### config.mk
export PLATFORM = sky130hd
export DESIGN_NAME = fetch_unit
export DESIGN_NICKNAME = d
export VERILOG_FILES = /design/src/rtl/fetch_unit_pkg.sv /design/src/rtl/fetch_unit_fifo.sv /design/src/rtl/fetch_unit.sv
export SDC_FILE = /design/constraint.sdc
export NUM_CORES = 1
export LEC_CHECK = 0
export ABC_AREA = 1
export BUFFER_PORTS_ARGS = -buffer_cell sky130_fd_sc_hd__buf_2
export CAP_MARGIN = 15
export CORE_MARGIN = 4
export CORE_UTILIZATION = 50
export DETAILED_ROUTE_END_ITERATION = 12
export GPL_TIMING_DRIVEN = 0
export PLACE_DENSITY = 0.86
export SYNTH_ARGS = -nofsm -noshare
export SYNTH_HDL_FRONTEND = slang
export SYNTH_HIERARCHICAL = 1
export SYNTH_SLANG_ARGS = --single-unit
### constraint.sdc
create_clock -name clk -period 1.9 [get_ports clk]
set_input_delay 0.285 -clock clk [delete_from_list [all_inputs] [get_ports clk]]
set_output_delay 0.285 -clock clk [all_outputs]
set_load 0.05 [all_outputs]
### src/rtl/fetch_unit_pkg.sv
// fetch_unit_pkg: shared encodings, state type and defaults for the fetch stage.
package fetch_unit_pkg;
  localparam int ADDR_W_DEF  = 16;
  localparam int INSTR_W_DEF = 32;

  typedef enum logic [1:0] {
    BR_NONE   = 2'b00,
    BR_ALWAYS = 2'b01,
    BR_IF_Z   = 2'b10,
    BR_IF_N   = 2'b11
  } br_sel_e;

  localparam logic [3:0] OP_NOP   = 4'b0000;
  localparam logic [3:0] OP_LOAD  = 4'b0001;
  localparam logic [3:0] OP_STORE = 4'b0010;
  localparam logic [3:0] OP_ADD   = 4'b0011;
  localparam logic [3:0] OP_SUB   = 4'b0100;
  localparam logic [3:0] OP_AND   = 4'b0101;
  localparam logic [3:0] OP_OR    = 4'b0110;
  localparam logic [3:0] OP_XOR   = 4'b0111;
  localparam logic [3:0] OP_NOT   = 4'b1000;
  localparam logic [3:0] OP_JMP   = 4'b1001;
  localparam logic [3:0] OP_JZ    = 4'b1010;
  localparam logic [3:0] OP_JN    = 4'b1011;
  localparam logic [3:0] OP_SHL   = 4'b1100;

  typedef enum logic [1:0] {
    ST_BOOT,
    ST_RUN,
    ST_REDIRECT
  } fsm_state_e;

  function automatic logic branch_taken(input logic resolve, input logic [1:0] sel,
                                        input logic z, input logic n);
    return resolve & ((sel == BR_ALWAYS) | ((sel == BR_IF_Z) & z) | ((sel == BR_IF_N) & n));
  endfunction
endpackage

### src/rtl/fetch_unit_fifo.sv
// fetch_fifo: 2-entry in-order instruction buffer; entry 0 is always the head.
module fetch_fifo
  import fetch_unit_pkg::*;
#(
  parameter int ADDR_W  = ADDR_W_DEF,
  parameter int INSTR_W = INSTR_W_DEF
) (
  input  logic               clk,
  input  logic               rst_n,
  input  logic               push_i,
  input  logic [INSTR_W-1:0] push_data_i,
  input  logic [ADDR_W-1:0]  push_addr_i,
  input  logic               pop_i,
  input  logic               flush_i,
  output logic [1:0]         count_o,
  output logic [INSTR_W-1:0] head_data_o,
  output logic [ADDR_W-1:0]  head_addr_o
);
  logic [1:0][INSTR_W-1:0] data_q, data_d;
  logic [1:0][ADDR_W-1:0]  addr_q, addr_d;
  logic [1:0]              count_q, count_d;
  logic                    wr_idx;

  always_comb begin
    data_d  = data_q;
    addr_d  = addr_q;
    // slot for a push once any same-cycle pop has shifted entry 1 down
    wr_idx  = count_q[1] | (count_q[0] & ~pop_i);
    if (pop_i) begin
      data_d[0] = data_q[1];
      addr_d[0] = addr_q[1];
    end
    if (push_i) begin
      data_d[wr_idx] = push_data_i;
      addr_d[wr_idx] = push_addr_i;
    end
    count_d = flush_i ? 2'd0 : count_q + {1'b0, push_i} - {1'b0, pop_i};
  end

  always_ff @(posedge clk or negedge rst_n) begin
    if (!rst_n) begin
      data_q  <= '0;
      addr_q  <= '0;
      count_q <= 2'd0;
    end else begin
      data_q  <= data_d;
      addr_q  <= addr_d;
      count_q <= count_d;
    end
  end

  assign count_o     = count_q;
  assign head_data_o = data_q[0];
  assign head_addr_o = addr_q[0];
endmodule

### src/rtl/fetch_unit.sv
// fetch_unit: instruction fetch with 2-deep prefetch buffer and branch redirect.
module fetch_unit
  import fetch_unit_pkg::*;
#(
  parameter int                ADDR_W   = ADDR_W_DEF,
  parameter int                INSTR_W  = INSTR_W_DEF,
  parameter logic [ADDR_W-1:0] RESET_PC = '0
) (
  input  logic               clk,
  input  logic               rst_n,
  output logic               imem_req,
  output logic [ADDR_W-1:0]  imem_addr,
  input  logic [INSTR_W-1:0] imem_rdata,
  output logic               instr_valid,
  input  logic               decode_ready,
  output logic [INSTR_W-1:0] instr_out,
  output logic [3:0]         opcode,
  output logic [ADDR_W-1:0]  pc_out,
  input  logic               branch_resolve,
  input  logic [1:0]         branch_select,
  input  logic               flag_z,
  input  logic               flag_n,
  input  logic [ADDR_W-1:0]  branch_target
);
  fsm_state_e        state_q;
  logic [ADDR_W-1:0] pc_q, inflight_addr_q;
  logic              inflight_q;
  logic              taken, pop, push;
  logic [1:0]        count;

  assign taken       = branch_taken(branch_resolve, branch_select, flag_z, flag_n);
  assign instr_valid = count != 2'd0;
  assign pop         = instr_valid & decode_ready;
  assign push        = inflight_q & ~taken;
  // buffered + in-flight - leaving this cycle must stay below two slots
  assign imem_req    = (state_q == ST_RUN) & ~taken &
                       (({1'b0, count} + {2'b0, inflight_q}) < (3'd2 + {2'b0, pop}));
  assign imem_addr   = pc_q;
  assign opcode      = instr_out[INSTR_W-1 -: 4];

  always_ff @(posedge clk or negedge rst_n) begin
    if (!rst_n) begin
      state_q         <= ST_BOOT;
      pc_q            <= RESET_PC;
      inflight_q      <= 1'b0;
      inflight_addr_q <= '0;
    end else begin
      inflight_q <= imem_req;
      if (imem_req) inflight_addr_q <= pc_q;
      if (taken) begin
        state_q <= ST_REDIRECT;
        pc_q    <= branch_target;
      end else begin
        state_q <= ST_RUN;
        if (imem_req) pc_q <= pc_q + ADDR_W'(4);
      end
    end
  end

  fetch_fifo #(.ADDR_W(ADDR_W), .INSTR_W(INSTR_W)) u_fifo (
    .clk         (clk),
    .rst_n       (rst_n),
    .push_i      (push),
    .push_data_i (imem_rdata),
    .push_addr_i (inflight_addr_q),
    .pop_i       (pop),
    .flush_i     (taken),
    .count_o     (count),
    .head_data_o (instr_out),
    .head_addr_o (pc_out)
  );
endmodule

[Word level (Yosys, flattened, before mapping)]
Index checks and enable logic that the tools add are counted.
Storage, ports and cells
  register bits: 133
  bits of input ports: 56
  output and inout port bits: 70
  word-level logic and storage cells: 51
Cells by class
  add/subtract/negate cells: 5
  order comparisons: 3
  equal/unequal tests: 4
  mux-type cells: 14
  bitwise logic cells: 13
  reduce and logical (&&, ||, !) cells: 3
Operators by type and width (number)
  $mux W32: 3
  $mux W16: 5
  $bwmux W64: 1
  $bwmux W32: 1
  $demux W32 S1: 1
  $add A16 B3 Y16 const B: 1
  $demux W16 S1: 1
  $and A1 B1 Y1: 8
  $eq A2 B1 Y1 const B: 2
  $eq A2 B2 Y1 const B: 2
  $mux W2: 2
  $reduce_bool A2 Y1: 2
  $add A2 B1 Y3: 1
  $add A2 B1 Y3 const A: 1
  $lt A3 B3 Y1: 1
  $or A1 B1 Y1: 3
  $add A2 B1 Y2: 1
  $lt A1 B2 Y1 const B: 1
  $not A1 Y1: 2
  $sub A2 B1 Y2: 1
  $ge A1 B1 Y1 const B: 1
  $logic_and A1 B1 Y1: 1

[Logic depth before layout (Yosys ltp)]
Gate-level depths: netlist of run 1.
  word-level depth: 11
  mapped depth: 11

[Cells and area by module]
The synthesis of run 1 kept the hierarchy.
By module, submodules not included
  fetch_fifo: times used 1, cells an instance 581, area each 4715.8 um2
  fetch_unit: times used 1, cells an instance 254, area each 1936.9 um2

[Worst setup path before layout of run 1]
OpenSTA, ideal clock, no wires.
  path type: register -> register
  start point: register u_fifo.count_q[1] (netlist: u_fifo/count_o[1])
  end point: register u_fifo.data_q (netlist bit u_fifo/head_data_o[16])
  setup time: 0.131 ns
  arrival time: 1.744 ns
  data required time: 1.769 ns
  path slack: 0.025 ns
  stages on the path, launching flop included: 11
  cells stage by stage: dfrtp_1 > o21a_1 > inv_2 > buf_2 > ha_1 > nor2_2 > nand2_2 > buf_6 > buf_6 > nand2_1 > o21ai_0
RTL lines
  start: declaration: line fetch_unit_fifo.sv:21  | logic [1:0] count_q, count_d;
  start signal: assignment: line fetch_unit_fifo.sv:48  | count_q <= count_d;
  end signal: assignment: line fetch_unit_fifo.sv:46  | data_q <= data_d;
  end: declaration: line fetch_unit_fifo.sv:19  | logic [1:0][INSTR_W-1:0] data_q, data_d;

[Worst setup path after layout of run 1]
  start point: register u_fifo.count_q[0] (netlist: u_fifo/count_o[0])
  end point: output port imem_req
Between the ends
  longest elaborated chain between the ends: 5
Ends and longest elaborated chain
  $reduce_bool A2 Y1: line fetch_unit.sv:32  | assign instr_valid = count != 2'd0;
  $and A1 B1 Y1: line fetch_unit.sv:33  | assign pop = instr_valid & decode_ready;
  $add A2 B1 Y3: line fetch_unit.sv:37  | (({1'b0, count} + {2'b0, inflight_q}) < (3'd2 + {2'b0, pop}));
  $lt A3 B3 Y1 *: line fetch_unit.sv:37
  $and A1 B1 Y1 *: line fetch_unit.sv:36  | assign imem_req = (state_q == ST_RUN) & ~taken &
  end: declaration: line fetch_unit.sv:11  | output logic imem_req,
Mark *: on every way between the ends. The rest lies on a longest branch, timed or not.

==> results of run 1 <==
## worst max-delay path, stage by stage (launching register included)
cell and delay (ns):
dfrtp_1 0.39, ha_2 0.19, ha_4 0.16, nor3b_4 0.20
nand2_4 0.11, nor2_8 0.10, buf_6 0.11, buf_12 0.13
## where the power goes
group	internal, mW	switching, mW
sequential	4.05	0.843
combinational	2.53	4.99
clock	1.95	1.25
total	8.53	7.08
## path summary, 6_finish.rpt
kind                                     from                endpoint  slack [ns]  cells after the start
setup / recovery            u_fifo/count_o[0]                imem_req       -0.18                      7
hold / removal               branch_target[0]            imem_addr[0]        0.07                      3
setup reg to reg            u_fifo/count_o[0]  u_fifo/head_data_o[21]        0.11                     10
hold reg to reg            inflight_addr_q[0]      inflight_addr_q[0]        0.48                      2
max in group asynchronous               rst_n       u_fifo/count_o[1]        0.79                      3
min in group asynchronous               rst_n   u_fifo/head_data_o[8]        0.33                      2
## routing by layer
metal,vias up,GRT usage [%],wire length (um)
met5,-,0,0
met3,31,4.483,1087
li1,2869,-,-
met4,0,8.789,355
met1,2625,27.59,6530
met2,216,34.39,7483
## repair_timing
action                     4_1_cts  5_1_grt
hold endpoints to repair        36        0
buffers inserted                 7        1
setup endpoints to repair       99       57
pin swaps                        5        4
hold buffers                     1        0
gates resized for setup         15        8
## state kept, by name (all words and copies together) (netlist names)
signal,cells
u_fifo/head_data_o,32
u_fifo/head_addr_o,16
u_fifo/data_q,32
u_fifo/addr_q,16
inflight_addr_q,16
state_q,2
u_fifo/count_o,2
inflight_q,1
imem_addr,16
## placed cells by master, fill, tap and decap left out, types with 14 or more instances in the layout
cell type  count
o21ai_1       68
nand2_1      348
buf_2        142
nand3_1       36
nor2_1        14
buf_4         67
inv_1         66
o21ai_0       45
clkbuf_16     17
dfrtp_1      132
## metrics by stage
| step | setup TNS (ns) | util, % |
|---|---|---|
| floorplan | 0 | - |
| global placement | -187.28 | 58.43 |
| detailed placement | -29.03 | 58.69 |
| CTS | -0.2665 | 64.08 |
| global route | -0.2571 | 64.34 |
| finish | -0.1780 | 64.34 |
## cell type report
| class | count | area, um2 | share of cell area [%] |
|---|---|---|---|
| Inverter | 69 | 269.0 | 3.260 |
| Buffer | 92 | 683.2 | 8.279 |
| Clock inverter | 14 | 152.6 | 1.850 |
| Timing Repair Buffer | 135 | 744.5 | 9.022 |
| Clock buffer | 18 | 429.2 | 5.201 |
| Multi-Input combinational cell | 540 | 2429 | 29.43 |
| Sequential cell | 133 | 3329 | 40.35 |
| Tap cell | 172 | 215.2 | 2.608 |
## kinds of logic (layout without fill, tap and decap cells)
family	count (synthesis)	count (layout)	synth area share, %
adders and majority gates	6	6	1.128
buffers and inverters	162	328	14.16
xor gates and xnor gates	5	5	0.6584
DFF	133	133	50.03
AOI/OAI and AO/OA	117	117	9.084
and+or+nand+nor	412	412	24.94
==> results.md, run 1 <==
* Status: complete, but fails checks
* Power per cell area at between 1500 and 2000 nW/um2
* Startpoint Class: flip-flop
* Hold crit path type: in2reg
* FF+latch count, synth at 133
* Number of synthesized flops with an enable pin at 0
* CP arrival at 1.79 ns
* Number of vias per cell at 4.894
* Maximum buffer depth of the clock tree at 2
* # IOs at ~130
* Maximum Capacitance Violations at 0
* CTS buffer count at 17
* Largest net degree at the start of global routing at 98
* Slew HR at 68.56%
* Post-DRT Antenna Nets at 0
* FFs w/ async S/R, synth at 100.0%
* Worst setup EP type: output port
* Worst EP required at 1.62 ns
* WL/cell at between 10 and 15 um
* # rows at just over 40
* First drt pass iteration count at 5
* DRT Wirelength at 15460 um
* Placed Area at 7527 um2
* CTS tree: done
* PortBufs at 125
* Syn Std Cell Area at about 6700 um2
* Place WS at -0.3759 ns
* Final Non-Filler Cells at 1173
* Die X at around 120 um
* Overflow left after global routing at 0
* Final setup viols at 1
* Lkg Pwr at 4.577 nW
* Slew at the pin closest to its max-slew limit at between 0.4 and 0.5 ns
* H-tree depth at 4
* Layout Skew at 0.009525 ns
* Die ar. at 15220 um2
* Vias at around 5700
* Failing checks: setup timing
* CTS Root Buffer Type: clkbuf_16
* Number of global-route vias before repair at 5550
* Initial antenna violation count at 0
* Cells after DPL at 1133
* Max Slew Vio Count at 0
* Die Y-Extent at 123.4 um
* Final Worst Setup Slack at -0.1780 ns
* Syn. warnings at 6
* RSZ-0062 raised after global routing: yes
* Final hold vios at 0
* Nets at 1050
* Ratio of cells with drive above 1 in the final layout at between 20% and 30%
* Cell variety after synth at 27
* Cell area after layout at 8252 um2
* Tcrit/Tclk final at 109.4%
* Effective utilization at floorplan at 51.87%
* Max Fclk at 481.2 MHz
* Crit Path Class: reg2out
* Remaining routing DRC violations at 0
* Final period demand of the worst path at 2.078 ns
* Syn Area/Cell at 7.967 um2
* Fillers at 1087
* Clk_lat worst skew at 0.41 ns
* Area Growth Syn to Fin at 24.04%
* Cell with the most instances after synthesis: nand2_1
* Total Power at 15.61 mW
* First-pass GRT wire length at 25750 um
* Synthesized net count at 897
* Largest area contributor in the netlist: dfrtp_1
* Top post-synthesis cells by area: dfrtp_1 (50%), nand2_1 (20%), buf_4 (6.7%)
* CP Max Fanout at 2
* Core Area at 12820 um2
* Post-synthesis sequential area ratio at 50.03%
* Top-area cell type share of the netlist area at 50.03%
* VDD IR max at roughly 1 mV
* Hpwl dp at 10640 um
* Top cells by count, synth: nand2_1 (348), dfrtp_1 (133), inv_1 (66), o21ai_1 (66), buf_4 (59)
* WHS at 0.06919 ns
* # clock sinks at 133
* ANT cells at 0
* Cells after Synth at 835
* First DRT Iteration DRCs at 455
* RePlAce Congestion at 0.8551
* Gr usage total at 21.16%
* Worst-path clk slew at 0.06 ns
* Dominant synthesized flop cell: dfrtp_1
Power figures use the tool's default switching activity.
==> run 2, diff against run 1 <==
--- a/config.mk
+++ b/config.mk
@@ -5,7 +5,6 @@
 export SDC_FILE = /design/constraint.sdc
 export NUM_CORES = 1
 export LEC_CHECK = 0
-export ABC_AREA = 1
 export BUFFER_PORTS_ARGS = -buffer_cell sky130_fd_sc_hd__buf_2
 export CAP_MARGIN = 15
 export CORE_MARGIN = 4
==> run 2 against run 1 <==
Effect of this change: the flow still finishes with violations (setup timing); global-route usage decreased by 1.7 points; final area increased by 1.3%; routed wire length decreased by 10%; synthesized cell count decreased by 43%; clock power decreased by 1%; die area decreased by 4.5%; power increased by 6.8%; largest power group unchanged; highest routed layer unchanged; register-to-register slack got worse by 0.42 ns; hold slack got worse by 0.0038 ns.
==> results.md, run 2 <==
* Status: complete, but fails checks
* Failing checks: setup timing
* Top post-synthesis cells by area: dfrtp_1 (53%), mux2_2 (28%), buf_4 (6.4%)
* RSZ-0062 raised after global routing: yes
* Cells after DPL at around 770
* Die ar. at around 15000 um2
* CTS buffer count at 17
* First drt pass iteration count at 4
* First DRT Iteration DRCs at 244
* Max Slew Vio Count at 0
* Power per cell area at 1994 nW/um2
* Commonest non-fill, non-tap cell in the layout: mux2_2
* CP arrival at between 1.5 and 2 ns
* Final hold vios at 0
* Lkg Pwr at roughly 3.9 nW
* Number of synthesized flops with an enable pin at 0
* Cell area after layout at 8359 um2
* Gr usage total at between 15 and 20%
* Internal power at about 10 mW
* Clk_lat worst skew at 0.41 ns
* Startpoint Class: flip-flop
* Die Y-Extent at 120.6 um
* Slew HR at 67.00%
* Maximum Capacitance Violations at 0
* Ratio of cells with drive above 1 in the final layout at 65.91%
* Cells after Synth at 477
* First-pass GRT wire length at 22000 um
* Flop2flop setup slack at -0.31 ns
* Worst-path clk slew at approximately 0.06 ns
* Initial antenna violation count at 0
* Sw frac at 39.36%
* Post-synthesis sequential area ratio at ~53%
* DRT Wirelength at 13860 um
* Crit Path Class: reg2out
* Post-DRT Antenna Nets at 0
* Overflow left after global routing at 0
* # rows at 40
* Top-area cell type share of the netlist area at ~53%
* Post-route setup TNS at -23.31 ns
* CP Max Fanout at 3
* Cell variety after synth at 36
* Synthesized net count at 539
* Comb power frac at between 50 and 60%
* VDD IR max at ~1.0 mV
* Syn. warnings at 6
* Number of vias per cell at 5.179
* ANT cells at 0
* FFs w/ async S/R, synth at 100.0%
* Cell with the most instances after synthesis: mux2_2
* Final Worst Setup Slack at -0.3330 ns
* Placed Area at 7297 um2
* Nets at 709
* Syn Std Cell Area at 6335 um2
* Sequential share of power at 30.2%
* Final setup viols at 118
* Number of global-route vias before repair at around 4500
* Top cells by count, synth: mux2_2 (159), dfrtp_1 (133), buf_4 (54)
* Clk pwr share at about a fifth
* Tcrit/Tclk final at 117.5%
* Final Non-Filler Cells at approximately 830
* Die X at 120.6 um
* # IOs at about 130
* # clock sinks at 133
* Largest area contributor in the netlist: dfrtp_1
* Most frequent cells in the layout: mux2_2 (158), dfrtp_1 (128), buf_2 (125)
* Area Growth Syn to Fin at 31.96%
* Worst hold path cell count at 3
* Worst setup EP type: output port
* Vias at 4288
* R2R depth at 7
* Syn Area/Cell at 13.28 um2
* Worst EP required at ~1.6 ns
* FF+latch count, synth at approximately 130
* RePlAce Congestion at around 0.84
* Slew at the pin closest to its max-slew limit at 0.4950 ns
* Maximum buffer depth of the clock tree at 2
* Core Area at 12210 um2
* Remaining routing DRC violations at 0
* Max Fclk at 447.8 MHz
* Effective utilization at floorplan at 51.88%
* WHS at between 0.06 and 0.07 ns
* Hpwl dp at 9341 um
* Hold crit path type: in2reg
* Net Switching at 6.562 mW
* PortBufs at 125
* Place WS at -0.7493 ns
* CTS Root Buffer Type: clkbuf_16
* CTS tree: done
* Dominant synthesized flop cell: dfrtp_1
* WL/cell at around 17 um
* Layout Skew at 0.009160 ns
* Fillers at 877
* Largest net degree at the start of global routing at 102
* Final period demand of the worst path at 2.233 ns
* H-tree depth at 4
run 2: changes by cell type after synthesis, sizes merged, moves of 3 or more:
cell / change
nand3: -30
clkbuf: +4
nand2: -341
buf: -21
mux2: +160
inv: -62
xnor2: -3
o31ai: +9
o21ai: -107
or3: +3
a31oi: +13
or4: +10
run 2: through the flow:
stage | utilization (%) | power, mW
2_1_floorplan | - | 11.23
3_3_place_gp | 59.48 | 12.51
3_5_place_dp | 59.75 | 12.85
4_1_cts | 66.52 | 16.37
5_1_grt | 68.45 | 17.58
6_report | 68.45 | 16.67
run 2: critical path, stage by stage, from the launching register on:
cell and delay [ns]:
dfrtp_1 0.41, ha_2 0.20, ha_4 0.17, nor3b_4 0.26
nand3_2 0.15, clkbuf_16 0.19, clkinv_8 0.04, buf_12 0.12
run 2: worst paths after layout:
kind / startpoint / end
setup / recovery: u_fifo/count_o[0] / imem_req
hold / removal: branch_target[0] / imem_addr[0]
setup reg to reg: u_fifo/count_o[0] / imem_addr[10]
hold reg to reg: u_fifo/data_q[49] / u_fifo/data_q[49]
max in group asynchronous: rst_n / u_fifo/count_o[1]
min in group asynchronous: rst_n / u_fifo/head_data_o[18]
run 2: what timing repair did:
item	in CTS	in global routing
gates cloned	0	3
resized for setup	30	38
setup endpoints to repair	130	122
hold buffers	1	0
endpoints found under the hold margin	32	0
pin swaps	9	8
buffers inserted	17	7
run 2: logic make-up (layout without fill, tap and decap cells):
family	count (synthesis)	count (layout)	synth area share [%]
and+or+nand+nor	61	61	5.215
AOI/OAI and AO/OA	33	33	3.456
DFF	133	133	52.54
buffers and inverters	83	266	8.809
adders and majority gates	6	6	1.185
xor gates and xnor gates	1	1	0.3555
muxes	160	160	28.44
run 2: power by group through the flow:
stage               Clock, mW  Sequential, mW  Combinational [mW]
floorplan                   0            5.11                6.12
global placement            0            4.97                7.54
detailed placement          0            5.09                7.76
CTS                      3.23            5.03                8.11
global route             3.38            5.21                9.00
finish                   3.16            5.03                8.48
run 2: area by class of cell:
cell class | count | area (um2) | area share, %
Clock inverter | 15 | 157.7 | 1.886
Inverter | 7 | 41.29 | 0.4939
Buffer | 73 | 656.9 | 7.858
Tap cell | 168 | 210.2 | 2.515
Timing Repair Buffer | 154 | 992.2 | 11.87
Sequential cell | 133 | 3334 | 39.89
Multi-Input combinational cell | 261 | 2541 | 30.40
Clock buffer | 17 | 425.4 | 5.089
run 2: layer usage:
layer / global-route usage [%] / share of wire, %
met1: 24.40 / 41
met2: 32.20 / 50
met3: 4.958 / 6.6
met4: 8.003 / 1.6
met5: 0 / 0
==> run 3, diff against run 2 <==
--- a/config.mk
+++ b/config.mk
@@ -7,8 +7,10 @@
 export LEC_CHECK = 0
 export BUFFER_PORTS_ARGS = -buffer_cell sky130_fd_sc_hd__buf_2
 export CAP_MARGIN = 15
+export CELL_PAD_IN_SITES_DETAIL_PLACEMENT = 0
+export CELL_PAD_IN_SITES_GLOBAL_PLACEMENT = 1
 export CORE_MARGIN = 4
-export CORE_UTILIZATION = 50
+export CORE_UTILIZATION = 40
 export DETAILED_ROUTE_END_ITERATION = 12
 export GPL_TIMING_DRIVEN = 0
 export PLACE_DENSITY = 0.86
==> run 3 against run 2 <==
Effect of this change: the run still ends with setup timing left; power grew 1.1%; hold slack gained 0.0049 ns; routed wire length up 5.1%; clock power grew 5%; flip-flop and latch count is the same; largest cell class unchanged; first-iteration DRC count is 39% lower; highest routed layer unchanged; final cell count grew 6.0%.
==> results.md, run 3 (synthesis results as in run 2) <==
* Status: complete, but fails checks
* Failing checks: setup timing
* Area Growth Syn to Fin at 34.21%
* Tcrit/Tclk final at 119.1%
* Initial antenna violation count at 0
* First DRT Iteration DRCs at between 100 and 150
* Nets at 716
* Total Power at 16.85 mW
* Die X at approximately 130 um
* DRT Wirelength at roughly 15000 um
* CP arrival at 2.60 ns
* Slew HR at 67.82%
* WL/cell at 16.58 um
* Number of vias per cell at 4.944
* Final period demand of the worst path at 2.263 ns
* H-tree depth at 4
* Maximum Capacitance Violations at 0
* Post-DRT Antenna Nets at 0
* WHS at a little over 0.07 ns
* ANT cells at 0
* Vias at around 4300
* Worst setup EP type: flip-flop
* VDD IR max at 0.8376 mV
* Post-route setup TNS at -18.48 ns
* Worst-path clk slew at 0.06 ns
* Overflow left after global routing at 0
* Final hold vios at 0
* Clk_lat worst skew at 0.42 ns
* Number of global-route vias before repair at 4776
* Fillers at about 1300
* Ratio of cells with drive above 1 in the final layout at roughly two thirds
* Fin util at 55.31%
* Die ar. at 17910 um2
* Effective utilization at floorplan at between 40% and 50%
* Commonest non-fill, non-tap cell in the layout: mux2_2
* RSZ-0062 raised after global routing: yes
* Largest net degree at the start of global routing at 84
* Cell area after layout at 8502 um2
* Die Y-Extent at 133.8 um
* CTS buffer count at 17
* First drt pass iteration count at 4
* Layout Skew at 0.005836 ns
* Max Fclk at 441.9 MHz
* Maximum buffer depth of the clock tree at 2
* # IOs at approximately 130
* Slew at the pin closest to its max-slew limit at 0.4828 ns
* Placed Area at 7351 um2
* CTS tree: done
* Final Worst Setup Slack at -0.3632 ns
* Crit Path Class: reg2reg
* Max Slew Vio Count at 0
* Most frequent cells in the layout: mux2_2 (159), dfrtp_1 (128), buf_2 (126)
* # rows at 45
* CTS Root Buffer Type: clkbuf_16
* RePlAce Congestion at 0.8411
* Final setup viols at between 100 and 150
* Core Area at 15370 um2
* Hold crit path type: in2reg
* Startpoint Class: flip-flop
* Gr usage total at around 17%
* Power per cell area at 1982 nW/um2
* Hpwl dp at 9803 um
* Remaining routing DRC violations at 0
* Worst EP required at 2.23 ns
* # clock sinks at 133
* CP Max Fanout at 7
* First-pass GRT wire length at 23810 um
* Lkg Pwr at 3.924 nW
* PortBufs at 125
[run 3: cell types whose count changed in the layout (fill, tap and decap cells not counted), sizes merged]
cell | before | now
clkinvlp | 4 | 3
clkinv | 8 | 7
inv | 8 | 6
buf | 219 | 226
bufinv | 2 | 3
bufbuf | 0 | 3
[run 3: metal layers]
layer	vias to the layer above	wire length (um)	global-route usage (%)	part of all wire (%)
met5	-	0	0	0
met4	0	184	5.600	1.3
met3	17	903	5.401	6.2
met2	143	7597	29.23	52
met1	2169	5872	20.12	40
li1	2012	-	-	-
[run 3: cell type report]
class | instances | area, um2 | area share, %
clock inverter | 12 | 153.9 | 1.810
inverter | 7 | 38.79 | 0.4562
timing repair buffer | 162 | 1077 | 12.67
clock buffer | 20 | 456.7 | 5.372
tap | 211 | 264.0 | 3.105
sequential | 133 | 3334 | 39.22
multi-input combinational | 261 | 2542 | 29.90
buffer | 72 | 634.4 | 7.461
[run 3: critical path, stage by stage (launching register included)]
cell,delay (ns)
dfrtp_1,0.41
ha_2,0.21
ha_4,0.17
or3b_4,0.40
or2_1,0.25
buf_6,0.14
or4_1,0.40
a31oi_1,0.19
[run 3: power breakdown]
group          switching, mW  total [mW]  leakage (nW)  internal [mW]
combinational           4.47        8.47          2.08           4.00
clock                   1.21        3.33         0.292           2.13
sequential             0.848        5.05          1.55           4.20
total                   6.53        16.9          3.92           10.3
[run 3: repair_timing]
action                                  in CTS  in global routing
endpoints found under the setup margin     130                112
pin swaps                                   14                 18
endpoints found under the hold margin       50                  0
hold buffers                                 1                  0
gates cloned                                 3                  0
setup buffers                               26                  9
gates resized for setup                     43                 17
[run 3: path summary, 6_finish.rpt]
kind	from	end	slack (ns)	cells after the start
min in group asynchronous	rst_n	imem_addr[2]	0.39	2
max reg2reg	u_fifo/count_o[0]	imem_addr[14]	-0.36	7
min reg2reg	u_fifo/data_q[60]	u_fifo/data_q[60]	0.50	1
max in group asynchronous	rst_n	u_fifo/data_q[48]	0.74	3
min	branch_target[0]	imem_addr[0]	0.07	3
max	u_fifo/count_o[0]	imem_addr[14]	-0.36	7
[run 3: per-stage QoR]
step	instances	setup WS (ns)
after global routing	878	-0.4227
after floorplan	477	-0.3380
final	878	-0.3632
after global placement	813	-1.376
after CTS	873	-0.3966
after detailed placement	814	-0.7585
